--- src/rtl/udm_arb_pkg.sv ---
// Shared types and constants for the udm bus arbiter.
package udm_arb_pkg;

  typedef enum logic {
    ARB_IDLE = 1'b0,
    ARB_BUSY = 1'b1
  } arb_state_t;

  localparam logic UDM_ARB_M0 = 1'b0;
  localparam logic UDM_ARB_M1 = 1'b1;

  // Read data returned to the owner when a transaction is force-completed.
  localparam logic [31:0] UDM_ARB_TIMEOUT_RDATA_DEF = 32'hDEADBEEF;

endpackage

--- src/rtl/udm_arb_rr_pick.sv ---
// Two-way round-robin chooser: a lone requester wins, on a tie the master
// that did not win last time is granted.
module udm_arb_rr_pick
  import udm_arb_pkg::*;
(
  input  logic [1:0] i_req,
  input  logic       i_last,
  output logic       o_grant_valid,
  output logic       o_grant_idx
);

  // Combinational grant selection.
  always_comb begin
    o_grant_valid = |i_req;
    o_grant_idx   = UDM_ARB_M0;
    case (i_req)
      2'b01:   o_grant_idx = UDM_ARB_M0;
      2'b10:   o_grant_idx = UDM_ARB_M1;
      2'b11:   o_grant_idx = ~i_last;
      default: o_grant_idx = UDM_ARB_M0;
    endcase
  end

endmodule

--- src/rtl/udm_bus_arbiter.sv ---
// Shares one slave bus between the udm debug master (M0) and the CPU master
// (M1) with transaction-granular round-robin arbitration.
// Optional forced-completion watchdog enabled by defining UDM_ARB_TIMEOUT_EN.
module udm_bus_arbiter
  import udm_arb_pkg::*;
#(
  parameter int unsigned       ADDR_W         = 32,
  parameter int unsigned       DATA_W         = 32,
  parameter int unsigned       TIMEOUT_CYCLES = 1024,
  parameter logic [DATA_W-1:0] TIMEOUT_RDATA  = DATA_W'(UDM_ARB_TIMEOUT_RDATA_DEF)
) (
  input  logic              clk_i,
  input  logic              rst_i,
  input  logic              m0_enb_i,
  input  logic              m0_we_i,
  input  logic [ADDR_W-1:0] m0_addr_bi,
  input  logic [DATA_W-1:0] m0_wdata_bi,
  output logic              m0_ack_o,
  output logic [DATA_W-1:0] m0_rdata_bo,
  input  logic              m1_enb_i,
  input  logic              m1_we_i,
  input  logic [ADDR_W-1:0] m1_addr_bi,
  input  logic [DATA_W-1:0] m1_wdata_bi,
  output logic              m1_ack_o,
  output logic [DATA_W-1:0] m1_rdata_bo,
  output logic              s_enb_o,
  output logic              s_we_o,
  output logic [ADDR_W-1:0] s_addr_bo,
  output logic [DATA_W-1:0] s_wdata_bo,
  input  logic              s_ack_i,
  input  logic [DATA_W-1:0] s_rdata_bi,
  output logic              owner_o,
  output logic              busy_o,
  output logic              timeout_o
);

  arb_state_t        r_state;
  arb_state_t        w_state_nxt;
  logic              r_owner;
  logic              r_last_grant;
  logic              w_grant_valid;
  logic              w_grant_idx;
  logic              w_busy;
  logic              w_force;
  logic              w_complete;
  logic [DATA_W-1:0] w_ack_rdata;
  logic              w_s_enb;
  logic              w_s_we;
  logic [ADDR_W-1:0] w_s_addr;
  logic [DATA_W-1:0] w_s_wdata;

  udm_arb_rr_pick u_pick (
    .i_req         ({m1_enb_i, m0_enb_i}),
    .i_last        (r_last_grant),
    .o_grant_valid (w_grant_valid),
    .o_grant_idx   (w_grant_idx)
  );

  assign w_busy     = (r_state == ARB_BUSY);
  assign w_complete = w_busy && (s_ack_i || w_force);

  // Next-state logic: leave IDLE on any request, leave BUSY on completion.
  always_comb begin
    w_state_nxt = r_state;
    case (r_state)
      ARB_IDLE: begin
        if (w_grant_valid) w_state_nxt = ARB_BUSY;
        else               w_state_nxt = ARB_IDLE;
      end
      ARB_BUSY: begin
        if (s_ack_i || w_force) w_state_nxt = ARB_IDLE;
        else                    w_state_nxt = ARB_BUSY;
      end
      default: w_state_nxt = ARB_IDLE;
    endcase
  end

  // State, owner and round-robin history registers; M0 wins the first tie.
  always_ff @(posedge clk_i) begin
    if (!rst_i) begin
      r_state      <= ARB_IDLE;
      r_owner      <= UDM_ARB_M0;
      r_last_grant <= UDM_ARB_M1;
    end else begin
      r_state <= w_state_nxt;
      if ((r_state == ARB_IDLE) && w_grant_valid) begin
        r_owner      <= w_grant_idx;
        r_last_grant <= w_grant_idx;
      end
    end
  end

`ifdef UDM_ARB_TIMEOUT_EN
  localparam int unsigned CNT_W = (TIMEOUT_CYCLES > 1) ? $clog2(TIMEOUT_CYCLES) : 1;

  logic [CNT_W-1:0] r_cnt;
  logic             r_timeout;

  // Watchdog counter and sticky timeout flag; a real ack in the limit cycle wins.
  always_ff @(posedge clk_i) begin
    if (!rst_i) begin
      r_cnt     <= '0;
      r_timeout <= 1'b0;
    end else begin
      if ((r_state == ARB_IDLE) && w_grant_valid) r_cnt <= '0;
      else if (w_busy)                            r_cnt <= r_cnt + CNT_W'(1);
      if (w_force) r_timeout <= 1'b1;
    end
  end

  assign w_force   = w_busy && (r_cnt == CNT_W'(TIMEOUT_CYCLES - 1)) && !s_ack_i;
  assign timeout_o = r_timeout;
`else
  assign w_force   = 1'b0;
  assign timeout_o = 1'b0;
`endif

  assign w_ack_rdata = w_force ? TIMEOUT_RDATA : s_rdata_bi;

  // Slave-side mux: owner's request while BUSY, all zero while IDLE.
  always_comb begin
    w_s_enb   = 1'b0;
    w_s_we    = 1'b0;
    w_s_addr  = '0;
    w_s_wdata = '0;
    if (w_busy) begin
      if (r_owner == UDM_ARB_M1) begin
        w_s_enb   = m1_enb_i;
        w_s_we    = m1_we_i;
        w_s_addr  = m1_addr_bi;
        w_s_wdata = m1_wdata_bi;
      end else begin
        w_s_enb   = m0_enb_i;
        w_s_we    = m0_we_i;
        w_s_addr  = m0_addr_bi;
        w_s_wdata = m0_wdata_bi;
      end
    end else begin
      w_s_enb   = 1'b0;
      w_s_we    = 1'b0;
      w_s_addr  = '0;
      w_s_wdata = '0;
    end
  end

  assign s_enb_o     = w_s_enb;
  assign s_we_o      = w_s_we;
  assign s_addr_bo   = w_s_addr;
  assign s_wdata_bo  = w_s_wdata;

  // Acks pass through in the same cycle as the slave ack, only to the owner.
  assign m0_ack_o    = w_complete && (r_owner == UDM_ARB_M0);
  assign m1_ack_o    = w_complete && (r_owner == UDM_ARB_M1);
  assign m0_rdata_bo = m0_ack_o ? w_ack_rdata : '0;
  assign m1_rdata_bo = m1_ack_o ? w_ack_rdata : '0;

  assign owner_o     = r_owner;
  assign busy_o      = w_busy;

endmodule

--- config.mk ---
export PLATFORM = sky130hd
export DESIGN_NAME = udm_bus_arbiter
export DESIGN_NICKNAME = d
export VERILOG_FILES = /design/src/rtl/udm_arb_pkg.sv /design/src/rtl/udm_arb_rr_pick.sv /design/src/rtl/udm_bus_arbiter.sv
export SDC_FILE = /design/constraint.sdc
export NUM_CORES = 1
export LEC_CHECK = 0
export ABC_AREA = 1
export CORE_AREA = 3 3 115 117
export DETAILED_ROUTE_END_ITERATION = 16
export DIE_AREA = 0 0 118 120
export HOLD_SLACK_MARGIN = 0.03
export PLACE_DENSITY = 0.68
export SYNTH_ARGS = -nofsm -noshare
export SYNTH_HDL_FRONTEND = slang
export SYNTH_SLANG_ARGS = --single-unit
--- constraint.sdc ---
create_clock -name clk_i -period 3.22 [get_ports clk_i]
set_clock_uncertainty 0.1 [all_clocks]
set_input_delay 0.483 -clock clk_i [delete_from_list [all_inputs] [get_ports clk_i]]
set_output_delay 0.483 -clock clk_i [all_outputs]
set_load 0.01 [all_outputs]
### Yosys cells after proc, flatten, opt, wreduce, memory -nomap -nowiden

Cells that the tools add are included.

* eq/ne operators: 2
* multiplexer cells: 14
* bitwise logic cells: 3
* reduce and logical (&&, ||, !) cells: 5

Operators with widths (number)
* $mux 32: 6
* $mux 1: 6
* $eq 2x2->1 const B: 2
* $logic_and 1x1->1: 4
* $pmux 1 s2: 2
* $not 1->1: 3
* $reduce_or 2->1: 1

* flip-flop bits (word level): 3
* input port bits: 167
* output and inout bits: 135
* logic and storage cells: 27

### Logic depth before layout (Yosys ltp)

Gate-level depths: netlist (run 1).

* word-level depth: 3
* mapped depth: 6
* depth with buffers taken out: 4

### Modules after synthesis

From an unflattened synthesis (run 1), not the netlist that was laid out.

* cells, all modules: 345
* area total of the unflattened synthesis: 1624.1 um2

By module, submodules not included
* udm_bus_arbiter: times used 1, cells each 342, area an instance 1609.0 um2, seq. area each 60.1 um2
* udm_arb_rr_pick: times used 1, cells each 3, area an instance 15.0 um2, seq. area each 0.0 um2

### Worst setup path after synthesis (run 1)

No wires, ideal clock.

* path type: register to output
* start: register r_state, in the netlist busy_o
* end: output s_addr_bo[12]
* arrival time: 1.092 ns
* required time: 2.637 ns
* path slack: 1.545 ns
* cell stages (with the launch flop): 5
* buffers on the path: 2
* path through: dfxtp_1 buf_6 clkbuf_1 o21ai_0 nor2_1

* word-level cells in the longest chain between the ends: 1

Ends and longest elaborated chain
* start: declaration: RTL line udm_bus_arbiter.sv:37 `arb_state_t r_state;`
* start signal: assignment: RTL line udm_bus_arbiter.sv:85 `r_state <= w_state_nxt;`
* $mux 32: RTL line udm_bus_arbiter.sv:126 `if (w_busy) begin`
* end: declaration: RTL line udm_bus_arbiter.sv:28 `output logic [ADDR_W-1:0] s_addr_bo,`

Every way passes these cells.

### Worst setup path after layout (run 1)

* start: input s_ack_i
* end: output m1_rdata_bo[5]

* word-level cells in the longest chain between the ends: 3

Ends and longest elaborated chain
* start: declaration: RTL line udm_bus_arbiter.sv:30 `input logic s_ack_i,`
* $logic_and 1x1->1: RTL line udm_bus_arbiter.sv:60 `assign w_complete = w_busy && (s_ack_i || w_force);`
* $logic_and 1x1->1: RTL line udm_bus_arbiter.sv:153 `assign m1_ack_o = w_complete && (r_owner == UDM_ARB_M1);`
* $mux 32: RTL line udm_bus_arbiter.sv:155 `assign m1_rdata_bo = m1_ack_o ? w_ack_rdata : '0;`
* end: declaration: RTL line udm_bus_arbiter.sv:25 `output logic [DATA_W-1:0] m1_rdata_bo,`

Every way passes these cells.

==> results of run 1 <==
area by class of cell:
cell class / count / area (um^2) / share of cell area
flip-flops and latches: 3 / 62.6 / 0.0133
inverters: 38 / 143 / 0.0303
repair buffers: 307 / 3080 / 0.655
clock buffers: 4 / 78.8 / 0.0168
well taps: 172 / 215 / 0.0458
multi-input cells: 275 / 1120 / 0.239
how the worst max path moves through the flow:
stage                     startpoint              end  slack [ns]  depth (start not counted)
after floorplan               busy_o    s_addr_bo[12]        1.54                          4
after global placement       s_ack_i   m0_rdata_bo[2]        0.53                          7
after detailed placement     s_ack_i  m0_rdata_bo[18]        0.51                          7
after CTS                    s_ack_i  m0_rdata_bo[18]        0.51                          7
after global routing          busy_o  m0_rdata_bo[21]        0.38                          6
final                        s_ack_i   m1_rdata_bo[5]        0.54                          7
power groups by stage:
stage               logic, mW  registers, mW  clock network, mW
finish                  0.587         0.0506              0.201
floorplan               0.195         0.0452                  0
CTS                     0.593         0.0507              0.206
global placement        0.588         0.0513                  0
detailed placement      0.589         0.0512                  0
global route            0.637         0.0515              0.210
cell families (layout without fill, tap and decap cells):
kind of cell           Yosys count  in the layout  synth area share
other                            1              1           0.00250
and+or+nand+nor                206            206             0.518
DFF                              3              3            0.0400
AOI/OAI and AO/OA               68             68             0.227
buffers and inverters           66            349             0.212
registers in the layout, summed over array words and instances, names as in the netlist:
register,cells
busy_o,1
owner_o,1
r_last_grant,1
through the flow:
stage | hold slack [ns] | total power [mW]
after global routing | 0.381 | 0.899
final | 0.355 | 0.838
after CTS | 0.357 | 0.849
after floorplan | 0.329 | 0.241
after global placement | 0.348 | 0.640
after detailed placement | 0.349 | 0.640
cell usage in the layout, fill, tap and decap left out, drive strengths merged:
| cell type | n |
|---|---|
| nand3 | 2 |
| nor3 | 2 |
| nor2 | 196 |
| inv | 38 |
| conb | 1 |
| clkbuf | 4 |
| dfxtp | 3 |
| a21oi | 1 |
| nand2 | 6 |
| clkdlybuf4s50 | 300 |
| buf | 7 |
| o21ai | 67 |
worst register-to-register path: stages, from the launching register on:
cell     delay [ns]
dfxtp_2        0.63
buf_12         0.26
inv_1          0.08
o21ai_0        0.11
nand2_1        0.08
a21oi_1        0.15
routing by layer:
layer / part of all wire / wire length [um] / up-vias
li1: - / - / 1604
met1: 0.40 / 3950 / 1301
met2: 0.52 / 5070 / 134
met3: 0.065 / 638 / 14
met4: 0.013 / 132 / 0
met5: 0 / 0 / -
==> metrics.md, run 1 <==
| Metric | Value |
|---|---|
| Clk slew on worst S/H paths | 0.03 ns |
| Clk_lat worst skew | 0.22 ns |
| Slew @ Worst Pin | 0.503 ns |
| EDFF count, synth | 0 |
| Syn nets | 511 |
| Setup crit end kind | output pin |
| Clock share of power | 0.239 |
| CP peak stage delay | 0.55 ns |
| Netlist cell types | 15 |
| Worst Path Arrival | 2.10 ns |
| Overall Global Routing Usage | 0.123 |
| RR Endpoint | owner_o |
| Hold depth | 2 |
| Post-synth top area cell | nor2_1 |
| Startpoint Class | input port |
| R2R Setup Slk | 1.74 ns |
| Largest net degree at the start of global routing | 47 |
| Fin area | 4700 um^2 |
| Die area | 14200 um^2 |
| H-tree levels | 1 |
| Met1 Track Usage GR | 0.152 |
| Nets | 795 |
| Worst Hold Class | reg -> reg |
| Crit-path slowest cell | clkdlybuf4s50_1 |
| Setup TNS | 0 ns |
| Initial Util | 0.120 |
| Pwr/cell area | 178 nW/um^2 |
| M2 GR Usage | 0.226 |
| Seq/Total Area, Yosys | 0.0400 |
| Commonest cells in the netlist | nor2_1 (196), o21ai_0 (64), inv_1 (37) |
| Wire per inst | 12.2 um |
| Crit path max fanout | 33 |
| DRT antenna net count | 0 |
| Fin crit period | 2.68 ns |
| CTS buffer count | 3 |
| Worst Hold End | r_last_grant |
| P_leak | 2.01 nW |
| CTS tree | built |
| GR Layer Usage met3 | 0.0226 |
| Dpl cell area | 4620 um^2 |
| Switching Power | 269 uW |
| Routed WL | 9790 um |
| Worst IR Drop VDD | 0.264 mV |
| Site Rows | 41 |
| Drt drc | 0 |
| Internal Power | 569 uW |
| Initial DRC count | 127 |
| Share of post-route cells with drive strength above 1 | 0.0207 |
| Ys flop type | dfxtp_1 |
| RSZ-0062 raised after global routing | no |
| Hold_buf cts | 0 |
| N_diodes | 0 |
| Crit-path cells | clkdlybuf4s50_1, nand2_1, inv_1, nand2_1, buf_4, nor2_1, clkdlybuf4s50_1 |
| Cts repair resizes | 0 |
| CTS Sinks | 3 |
| Synthesized area per cell | 4.36 um^2 |
| Final Instance Count excl. Fillers | 799 |
| Fin crit share | 0.833 |
| Count leader, synth | nor2_1 |
| Yosys reg bits | 3 |
| First-pass GRT wire length | 14600 um |
| CP top delay family | buffers and inverters |
| Cell count after synthesis | 344 |
| Worst setup margin | 0.539 ns |
| Async SR Flop Fraction | 0 |
| Final setup violation count | 0 |
| Origin of the worst min-delay path | r_last_grant |
| Busiest grt layer | met2 |
| Total gr overflow | 0 |
| Final Max Tran Viols | 0 |
| Place WS | 0.513 ns |
| Worst reg2reg startpoint | busy_o |
| Fillers | 1321 |
| Status | finished clean |
| Maxcap violations | 0 |
| FMAX | 373 MHz |
| Io pins | 302 |
| Switching Share | 0.321 |
| Post-DR vias/cell | 3.82 |
| Largest cells by area after synthesis | nor2_1 (49%), o21ai_0 (21%), inv_1 (9.2%), buf_6 (4.5%), dfxtp_1 (4.0%) |
| Syn-to-layout area delta | 213% |
| Synth top area share | 0.490 |
| Placed insts | 795 |
| Setup Buffers After CTS | 0 |
| Max Root-Sink Buffers | 2 |
| Hold Vio Cnt, Final | 0 |
| Util after Layout | 0.377 |
| Drt pass-1 iters | 4 |
| Worst EP required | 2.64 ns |
| Clock Tree Root | clkbuf_16 |
| Rel. slew slack | 0.665 |
| Core Area | 12500 um^2 |
| RePlAce Congestion | 0.782 |
| Mapped Area | 1500 um^2 |
| CP Buf/Inv Count | 4 |
| Gate power share | 0.700 |
| YS warnings | 0 |
| Die X | 118 um |
| Setup CP Type | in -> out |
| # port buffers | 300 |
| DP HPWL | 8010 um |
| Initial antenna violation count | 0 |
| Worst R2R Path Depth | 5 |
| Vias in the first global route | 2782 |
| Die Y | 120 um |
| Seq pwr share | 0.060 |
| Vias | 3053 |
No activity file was read; power rests on OpenSTA's default activity.
==> run 2, diff against run 1 <==
--- a/config.mk
+++ b/config.mk
@@ -6,11 +6,11 @@
 export NUM_CORES = 1
 export LEC_CHECK = 0
 export ABC_AREA = 1
-export CORE_AREA = 3 3 115 117
+export CORE_AREA = 3 3 117 119
 export DETAILED_ROUTE_END_ITERATION = 16
-export DIE_AREA = 0 0 118 120
+export DIE_AREA = 0 0 120 122
 export HOLD_SLACK_MARGIN = 0.03
-export PLACE_DENSITY = 0.68
+export PLACE_DENSITY = 0.66
 export SYNTH_ARGS = -nofsm -noshare
 export SYNTH_HDL_FRONTEND = slang
 export SYNTH_SLANG_ARGS = --single-unit
==> constraint.sdc (replaced) <==
create_clock -name clk_i -period 2.65 [get_ports clk_i]
set_clock_uncertainty 0.1 [all_clocks]
set_input_delay 0.3975 -clock clk_i [delete_from_list [all_inputs] [get_ports clk_i]]
set_output_delay 0.3975 -clock clk_i [all_outputs]
set_load 0.01 [all_outputs]
==> run 2 against run 1 <==
Against the previous run: clock power grew 19%; final area grew 0.96%; die area grew 3.4%; largest power group unchanged.
==> metrics.md, run 2 (synthesis results as in run 1) <==
| Metric | Value |
|---|---|
| Clk_lat worst skew | 0.22 ns (about the same) |
| Total gr overflow | 0 (unchanged) |
| CTS buffer count | 3 (unchanged) |
| Status | finished clean (unchanged) |
| Max Root-Sink Buffers | 2 (unchanged) |
| Share of post-route cells with drive strength above 1 | 0.0223 (was 0.0207) |
| Cts repair resizes | 0 (unchanged) |
| Fin crit share | 0.935 |
| CP top delay family | buffers and inverters (unchanged) |
| Drt drc | 0 (unchanged) |
| Clk slew on worst S/H paths | 0.03 ns (about the same) |
| Setup CP Type | in -> out (unchanged) |
| Hold_buf cts | 0 (unchanged) |
| Setup Buffers After CTS | 0 (unchanged) |
| Vias in the first global route | 2775 (was 2782) |
| Die X | 120 um (was 118 um) |
| Setup crit end kind | output pin (unchanged) |
| Final Max Tran Viols | 0 (unchanged) |
| DRT antenna net count | 0 (unchanged) |
| GR Layer Usage met3 | 0.0283 (was 0.0226) |
| Crit path max fanout | 33 (unchanged) |
| P_leak | 2.03 nW (was 2.01 nW) |
| H-tree levels | 1 (unchanged) |
| Startpoint Class | input port (unchanged) |
| Post-DR vias/cell | 3.80 (was 3.82) |
| Largest net degree at the start of global routing | 52 (was 47) |
| Vias | 3040 (was 3053) |
| Commonest non-fill, non-tap cells in the layout | clkdlybuf4s50_1 (300), nor2_1 (196), o21ai_0 (64), inv_1 (37), nand2_1 (6) (unchanged) |
| Worst Hold Class | reg -> reg (unchanged) |
| Io pins | 302 (unchanged) |
| Site Rows | 41 (unchanged) |
| Worst setup margin | 0.173 ns (was 0.539 ns) |
| Place WS | 0.146 ns (was 0.513 ns) |
| FMAX | 404 MHz |
| Setup TNS | 0 ns (unchanged) |
| Worst Path Arrival | 1.98 ns (was 2.10 ns) |
| CTS Sinks | 3 (unchanged) |
| Die area | 14600 um^2 (was 14200 um^2) |
| Wire per inst | 12.3 um (was 12.2 um) |
| Pwr/cell area | 215 nW/um^2 (was 178 nW/um^2) |
| Worst IR Drop VDD | 0.276 mV (was 0.264 mV) |
| RSZ-0062 raised after global routing | no (unchanged) |
| Commonest non-fill, non-tap cell in the layout | clkdlybuf4s50_1 (unchanged) |
| Initial Util | 0.118 (was 0.120) |
| Met1 Track Usage GR | 0.142 (was 0.152) |
| # port buffers | 300 (unchanged) |
| Nets | 796 (was 795) |
| M2 GR Usage | 0.218 (was 0.226) |
| Final setup violation count | 0 (unchanged) |
| Clock Tree Root | clkbuf_16 (unchanged) |
| Fin crit period | 2.48 ns |
| Hold Vio Cnt, Final | 0 (unchanged) |
| Maxcap violations | 0 (unchanged) |
| RePlAce Congestion | 0.816 (was 0.782) |
| First-pass GRT wire length | 14300 um (was 14600 um) |
| Routed WL | 9830 um (was 9790 um) |
| Initial DRC count | 114 (was 127) |
| Drt pass-1 iters | 4 (unchanged) |
| CTS tree | built (unchanged) |
| N_diodes | 0 (unchanged) |
| Busiest grt layer | met2 (unchanged) |
| Initial antenna violation count | 0 (unchanged) |
| Core Area | 12700 um^2 (was 12500 um^2) |
| DP HPWL | 8200 um (was 8010 um) |
| Worst EP required | 2.15 ns (was 2.64 ns) |
| Overall Global Routing Usage | 0.118 (was 0.123) |
| Die Y | 122 um (was 120 um) |
| Syn-to-layout area delta | 216% (was 213%) |
| Crit-path slowest cell | clkdlybuf4s50_1 (unchanged) |
| CP peak stage delay | 0.57 ns (was 0.55 ns) |
| Crit-path cells | clkdlybuf4s50_1, nand2_1, inv_1, nand2_1, buf_12, nor2_1, clkdlybuf4s50_1 (was clkdlybuf4s50_1, nand2_1, inv_1, nand2_1, buf_4, nor2_1, clkdlybuf4s50_1) |
| CP Buf/Inv Count | 4 (unchanged) |
## run 2: cell types whose count changed in the layout (fill, tap and decap cells not counted), sizes merged
cell  delta
buf      +1
## run 2: power breakdown
| part | internal, mW | switching (mW) | total (mW) |
|---|---|---|---|
| clock network | 0.199 | 0.0413 | 0.240 |
| logic | 0.451 | 0.277 | 0.728 |
| registers | 0.0500 | 0.00520 | 0.0552 |
| total | 0.699 | 0.323 | 1.02 |
## run 2: worst paths after layout
kind,start,end,slack [ns],depth (start not counted)
setup / recovery,s_ack_i,m0_rdata_bo[26],0.17,7
hold / removal,r_last_grant,r_last_grant,0.38,2
setup reg to reg,busy_o,owner_o,1.54,5
hold reg to reg,r_last_grant,r_last_grant,0.38,2
## run 2: area by class of cell
class	instances	area [um^2]
inverter	38	143
sequential	3	62.6
fill	1391	7920
timing repair buffer	308	3130
multi-input combinational	275	1120
clock buffer	4	78.8
tap	172	215
## run 2: metal layers
| layer | up-vias | wire, um |
|---|---|---|
| met1 | 1295 | 3890 |
| met4 | 0 | 63 |
| met5 | - | 0 |
| li1 | 1604 | - |
| met2 | 135 | 5080 |
| met3 | 6 | 792 |
## run 2: stage by stage
stage / instances / instance area, um^2 / utilization / total power, mW / hold slack [ns]
finish: 800 / 4750 / 0.375 / 1.02 / 0.376
global route: 800 / 4750 / 0.375 / 1.09 / 0.389
CTS: 800 / 4750 / 0.375 / 1.03 / 0.384
detailed placement: 796 / 4670 / 0.368 / 0.787 / 0.360
global placement: 796 / 4670 / 0.368 / 0.786 / 0.346
floorplan: 344 / 1500 / - / 0.292 / 0.329
## run 2: tightest hold or removal path, delay by kind of cell, from the launching register on
kind / cells / cell delay, ns
and+or+nand+nor: 2 / 0.12
DFF: 1 / 0.33
